$ cat src/rtl/fpmul_arbiter.sv
// Round-robin arbiter sharing one FP multiplier among NREQ requesters.
// One operation in flight; a watchdog forces an error response if the multiplier never answers.
module fpmul_arbiter #(
  parameter int unsigned NREQ    = 4,
  parameter int unsigned TIMEOUT = 64,
  localparam int unsigned IDW    = (NREQ > 1) ? $clog2(NREQ) : 1
) (
  input  logic                  clk,
  input  logic                  reset,
  input  logic [NREQ-1:0]       req_valid,
  input  logic [32*NREQ-1:0]    req_a,
  input  logic [32*NREQ-1:0]    req_b,
  output logic [NREQ-1:0]       req_ready,
  output logic                  rsp_valid,
  output logic [IDW-1:0]        rsp_id,
  output logic [31:0]           rsp_c,
  output logic                  rsp_overflow,
  output logic                  rsp_timeout,
  input  logic                  rsp_ready,
  output logic                  mul_start,
  output logic [31:0]           mul_a,
  output logic [31:0]           mul_b,
  input  logic [31:0]           mul_c,
  input  logic                  mul_overflow,
  input  logic                  mul_done,
  output logic                  busy
);

  localparam int unsigned CW = (TIMEOUT > 1) ? $clog2(TIMEOUT) : 1;

  localparam logic [1:0] S_IDLE  = 2'd0;
  localparam logic [1:0] S_ISSUE = 2'd1;
  localparam logic [1:0] S_WAIT  = 2'd2;
  localparam logic [1:0] S_RESP  = 2'd3;

  logic [1:0]      r_state;
  logic [1:0]      w_state_nxt;
  logic [IDW-1:0]  r_rr_ptr;
  logic [IDW-1:0]  r_gid;
  logic [31:0]     r_a;
  logic [31:0]     r_b;
  logic [31:0]     r_c;
  logic            r_ovf;
  logic            r_tmo;
  logic [CW-1:0]   r_cnt;

  logic [NREQ-1:0] w_shift;
  logic            w_gnt_any;
  logic [IDW-1:0]  w_gnt_id;
  logic [31:0]     w_sel_a;
  logic [31:0]     w_sel_b;
  logic            w_term;
  logic [IDW-1:0]  w_ptr_nxt;

  // Rotate requests so bit 0 is rr_ptr; the lowest set bit wins.
  always_comb begin
    w_shift   = NREQ'({req_valid, req_valid} >> r_rr_ptr);
    w_gnt_any = |req_valid;
    w_gnt_id  = '0;
    for (int k = int'(NREQ) - 1; k >= 0; k--) begin
      if (w_shift[k]) w_gnt_id = IDW'((int'(r_rr_ptr) + k) % int'(NREQ));
    end
    w_sel_a = '0;
    w_sel_b = '0;
    for (int k = 0; k < int'(NREQ); k++) begin
      if (w_gnt_id == IDW'(k)) begin
        w_sel_a = req_a[32*k +: 32];
        w_sel_b = req_b[32*k +: 32];
      end
    end
  end

  assign w_term    = (r_cnt == CW'(TIMEOUT - 1));
  assign w_ptr_nxt = (r_gid == IDW'(NREQ - 1)) ? '0 : r_gid + IDW'(1);

  always_ff @(posedge clk) begin
    if (reset) r_state <= S_IDLE;
    else       r_state <= w_state_nxt;
  end

  // Next state and output decode; everything is forced low during reset.
  always_comb begin
    w_state_nxt  = r_state;
    req_ready    = '0;
    rsp_valid    = 1'b0;
    rsp_id       = '0;
    rsp_c        = '0;
    rsp_overflow = 1'b0;
    rsp_timeout  = 1'b0;
    mul_start    = 1'b0;
    mul_a        = '0;
    mul_b        = '0;
    busy         = 1'b0;
    case (r_state)
      S_IDLE: begin
        if (w_gnt_any) w_state_nxt = S_ISSUE;
        if (w_gnt_any && !reset) req_ready = NREQ'(1) << w_gnt_id;
      end
      S_ISSUE: begin
        w_state_nxt = S_WAIT;
        mul_start   = !reset;
        mul_a       = reset ? '0 : r_a;
        mul_b       = reset ? '0 : r_b;
        busy        = !reset;
      end
      S_WAIT: begin
        if (mul_done || w_term) w_state_nxt = S_RESP;
        mul_a = reset ? '0 : r_a;
        mul_b = reset ? '0 : r_b;
        busy  = !reset;
      end
      S_RESP: begin
        if (rsp_ready) w_state_nxt = S_IDLE;
        if (!reset) begin
          rsp_valid    = 1'b1;
          rsp_id       = r_gid;
          rsp_c        = r_c;
          rsp_overflow = r_ovf;
          rsp_timeout  = r_tmo;
          busy         = 1'b1;
        end
      end
      default: w_state_nxt = S_IDLE;
    endcase
  end

  // Operand/result latches, watchdog counter and round-robin pointer.
  always_ff @(posedge clk) begin
    if (reset) begin
      r_rr_ptr <= '0;
      r_gid    <= '0;
      r_a      <= '0;
      r_b      <= '0;
      r_c      <= '0;
      r_ovf    <= 1'b0;
      r_tmo    <= 1'b0;
      r_cnt    <= '0;
    end else begin
      case (r_state)
        S_IDLE: begin
          if (w_gnt_any) begin
            r_gid <= w_gnt_id;
            r_a   <= w_sel_a;
            r_b   <= w_sel_b;
          end
        end
        S_ISSUE: r_cnt <= '0;
        S_WAIT: begin
          r_cnt <= r_cnt + CW'(1);
          if (mul_done) begin
            r_c   <= mul_c;
            r_ovf <= mul_overflow;
            r_tmo <= 1'b0;
          end else if (w_term) begin
            r_c   <= 32'hFFFF_FFFF;
            r_ovf <= 1'b1;
            r_tmo <= 1'b1;
          end
        end
        S_RESP: begin
          if (rsp_ready) r_rr_ptr <= w_ptr_nxt;
        end
        default: ;
      endcase
    end
  end

endmodule

$ cat config.mk
export PLATFORM = sky130hd
export DESIGN_NAME = fpmul_arbiter
export DESIGN_NICKNAME = d
export VERILOG_FILES = /design/src/rtl/fpmul_arbiter.sv
export SDC_FILE = /design/constraint.sdc
export NUM_CORES = 1
export LEC_CHECK = 0
export ABC_CLOCK_PERIOD_IN_PS = 2400
export CELL_PAD_IN_SITES_DETAIL_PLACEMENT = 0
export CELL_PAD_IN_SITES_GLOBAL_PLACEMENT = 2
export CORE_ASPECT_RATIO = 0.8
export CORE_MARGIN = 2
export CORE_UTILIZATION = 21
export CTS_CLUSTER_DIAMETER = 50
export DETAILED_ROUTE_END_ITERATION = 8
export PLACE_DENSITY = 0.84
export SYNTH_ARGS = -nofsm -noshare
export SYNTH_HDL_FRONTEND = slang
export SYNTH_SLANG_ARGS = --single-unit
$ cat constraint.sdc
create_clock -name clk -period 2.4 [get_ports clk]
set_clock_uncertainty 0.15 [all_clocks]
set_input_delay 0.48 -clock clk [delete_from_list [all_inputs] [get_ports clk]]
set_output_delay 0.48 -clock clk [all_outputs]
set_load 0.02 [all_outputs]
==> summary.txt <==
STA
  • RSZ-0062 raised after global routing: yes
  • Total negative slack: -1045 ps
  • Hold_ws: roughly 310 ps
  • Final setup fails: between 40 and 50
  • Max Slew Vio Count: 0
  • Max Fclk: just over 400 MHz
  • Final Hold Viols: 0
  • Worst slew pin tran: about 830 ps
  • Final Critical Period: about 2500 ps
  • Setup WS post-layout: -59.59 ps
  • Slew margin rel.: 44.69%
  • Final period utilization: 102.5%

Clock network
  • TritonCTS clock tree: yes
  • Max clock buf depth: 2
  • Root buf cell: clkbuf_16
  • Num CTS Buffers: 9
  • Clk sink count: 110
  • H-tree depth: 3
  • Clock latency at the later pin of the worst-skew pair: between 300 and 400 ps
  • Post-CTS Hold Buffers: 0
  • Clk pin slew, worst setup/hold paths: 90 ps

Drt
  • Pre-antenna DRT Iters: 5
  • Routed Antenna Nets: 0
  • DRC viols: 0
  • Wire per inst: between 15 and 20 um
  • DR iter-0 viols: about 250
  • Vias: between 7,000 and 8,000
  • Vias per cell: 4.664
  • Detailed Route WL: around 32,000 um

Pwr
  • Leak: around 5 nW
  • Sw Share: 36.43%
  • Gate power share: between 40% and 50%
  • Clock power share: around a fifth
  • Sequential Power Share: between 30 and 40%
  • Cell Pwr Density: ~650 nW/um^2
  • P_sw: 2.951 mW
  • Cell-internal power: 5.150 mW
  • Worst vdd ir: 0.0003457 V

Setup path
  • Worst Path Max Fanout: 5
  • CP arrival: approximately 1800 ps
  • CP Launch Type: register
  • Setup CP Type: reg2out
  • Worst Setup End Kind: output port
  • CP required: ~1800 ps

Min path
  • Hold WC Path Type: reg2reg

Floorplan
  • Starting Density: between 20% and 30%
  • DIE HEIGHT: about 170 um
  • Die Area: 34,160 sq um
  • Top-level port count: about 400
  • Std-Cell Rows: 59
  • Die width: a little over 200 um
  • Core area: 32,330 sq um

Status
  • Failing checks: setup timing
  • Status: finished, violations left

Run
  • Max_cap viols: 0

Yosys
  • Unique masters post-synth: 42
  • Post-synth EDFFs: 0
  • Fraction of registers with async set/reset: 0%
  • Sequential share of the synthesized area: 32.08%
  • Primary FF master, synth: dfxtp_1
  • Syn Nets: approximately 1,100
  • Cell count after synthesis: 774
  • Post-synthesis area per instance: a little under 9 sq um
  • Synth Register Bits: between 100 and 150
  • Yosys warns: 0
  • Synthesized area: slightly below 7000 sq um

GRT
  • Vias in the first global route: about 7,700
  • Initial antenna violation count: 2
  • Global-route wire length before repair: between 40,000 and 50,000 um
  • Total track usage: ~18%
  • Largest net degree at the start of global routing: 59
  • Overflow after GRT: 0

Cells and area
  • Share of cells above drive strength 1: between 30% and 40%
  • Post-layout util: about two fifths
  • Fillers: about 3,300
  • Footprint of the multi-input gates: between 4000 and 5000 sq um
  • Register area: between 2000 and 2500 sq um
  • Nets: 1,483
  • Post-route non-filler standard cell count: 1,613
  • Cell area after layout: between 10,000 and 15,000 sq um
  • P&R area growth vs syn: 80.33%

Placed design
  • Placed instance count: 1,577
  • PortBufs: around 400
  • DP HPWL: ~22,000 um
  • Routability Congestion: roughly 0.78
  • Placed Area: around 12,000 sq um
## path summary, 6_finish.rpt
kind                from   endpoint  slack, ps  depth (start not counted)
max           r_state[1]  mul_a[10]        -60                          8
max reg2reg  r_rr_ptr[0]     r_b[4]         70                          7
min reg2reg       r_b[1]     r_b[1]        310                          2
min               r_b[1]     r_b[1]        310                          2
## area by class of cell
type / instances / share of cell area (%)
Tap cell: 427 / 4.315
Antenna cell: 1 / 0.02021
Clock buffer: 9 / 1.819
Clock inverter: 7 / 0.6165
Sequential cell: 110 / 17.85
Inverter: 5 / 0.1516
Multi-Input combinational cell: 584 / 36.75
Timing Repair Buffer: 470 / 38.48
## worst max-delay path: stages (launching register included)
cell and delay, ps:
dfxtp_2 340, inv_2 50, ha_4 260, nor2b_4 170
buf_6 170, buf_16 140, buf_6 100, and2_4 130
buf_6 110
## registers in the layout (all words and copies together), names as in the netlist
name      flops
r_c          32
r_b          32
r_tmo         1
r_a          32
r_ovf         1
r_state       2
r_cnt         6
r_gid         2
r_rr_ptr      2
## cell families (layout without fill, tap and decap cells)
| family | after synthesis | after routing | share of synthesized area (%) |
|---|---|---|---|
| simple gates | 272 | 272 | 20.90 |
| compound gates | 230 | 230 | 29.18 |
| flops | 110 | 110 | 32.08 |
| buf+inv | 80 | 491 | 5.741 |
| mux | 72 | 72 | 10.50 |
| fa+ha+maj | 6 | 6 | 1.093 |
| xor+xnor | 4 | 4 | 0.5102 |
| other cells | 0 | 1 | 0 |
## stage by stage
| stage | power, mW | setup WS, ps |
|---|---|---|
| after floorplan | 4.312 | -10.28 |
| after global placement | 5.919 | -833.2 |
| after detailed placement | 5.953 | -856.0 |
| after CTS | 8.119 | -126.2 |
| after global routing | 8.609 | -145.3 |
| final | 8.101 | -59.59 |
## routing by layer
metal	GRT usage, %	part of all wire [%]
met1	23.86	44
met2	29.95	47
met3	4.585	6.9
met4	3.851	1.4
met5	0	0.040
## placed cells by master, fill, tap and decap left out, types with 3 or more instances in the layout
master,synthesis,final
and2_4,0,44
nand4_1,3,3
buf_12,0,14
o221a_2,33,33
nor2b_4,0,5
dfxtp_2,0,3
buf_6,9,74
buf_4,3,50
o21ai_0,57,57
buf_2,12,29
o221ai_1,7,7
a21o_1,58,58
nor2_4,1,5
nand3_1,66,66
nand2_1,65,64
o211ai_2,57,57
clkbuf_16,0,11
clkdlybuf4s50_1,0,291
a21oi_1,7,7
buf_16,0,4
and2_1,101,56
dfxtp_1,110,106
ha_1,6,4
mux2i_1,72,72
nor2_1,18,13
xor2_1,4,4
## synth_stat cells, types with 3 or more instances
cell type    n  area share [%]
clkbuf_1    46             2.5
nor2_1      18            0.98
and2_1     101             9.2
inv_1        4            0.22
nand2_1     65             3.6
o211ai_2    57              10
o221a_2     33             5.4
xor2_1       4            0.51
buf_6        9             1.5
mux2i_1     72              10
buf_1        5            0.27
nand4_1      3            0.27
o21ai_0     57             4.2
dfxtp_1    110              32
nor2b_1      7            0.64
a21oi_1      7            0.51
buf_4        3            0.33
buf_2       12            0.87
a21o_1      58             6.3
nand3_1     66             4.8
o221ai_1     7            0.89
ha_1         6             1.1
## power groups by stage
| stage | clock network [mW] | registers (mW) | logic [mW] |
|---|---|---|---|
| 6_report | 1.61 | 2.59 | 3.90 |
| 3_3_place_gp | 0 | 2.59 | 3.33 |
| 2_1_floorplan | 0 | 2.54 | 1.77 |
| 5_1_grt | 1.75 | 2.66 | 4.20 |
| 4_1_cts | 1.70 | 2.58 | 3.84 |
| 3_5_place_dp | 0 | 2.60 | 3.35 |
## timing repair
item                       4_1_cts  5_1_grt
resized for setup              579       89
buffers inserted                 8        4
setup endpoints to repair      172      120
pin swaps                        8       27
cloned                           6        3
(Power assumes the default switching activity.)
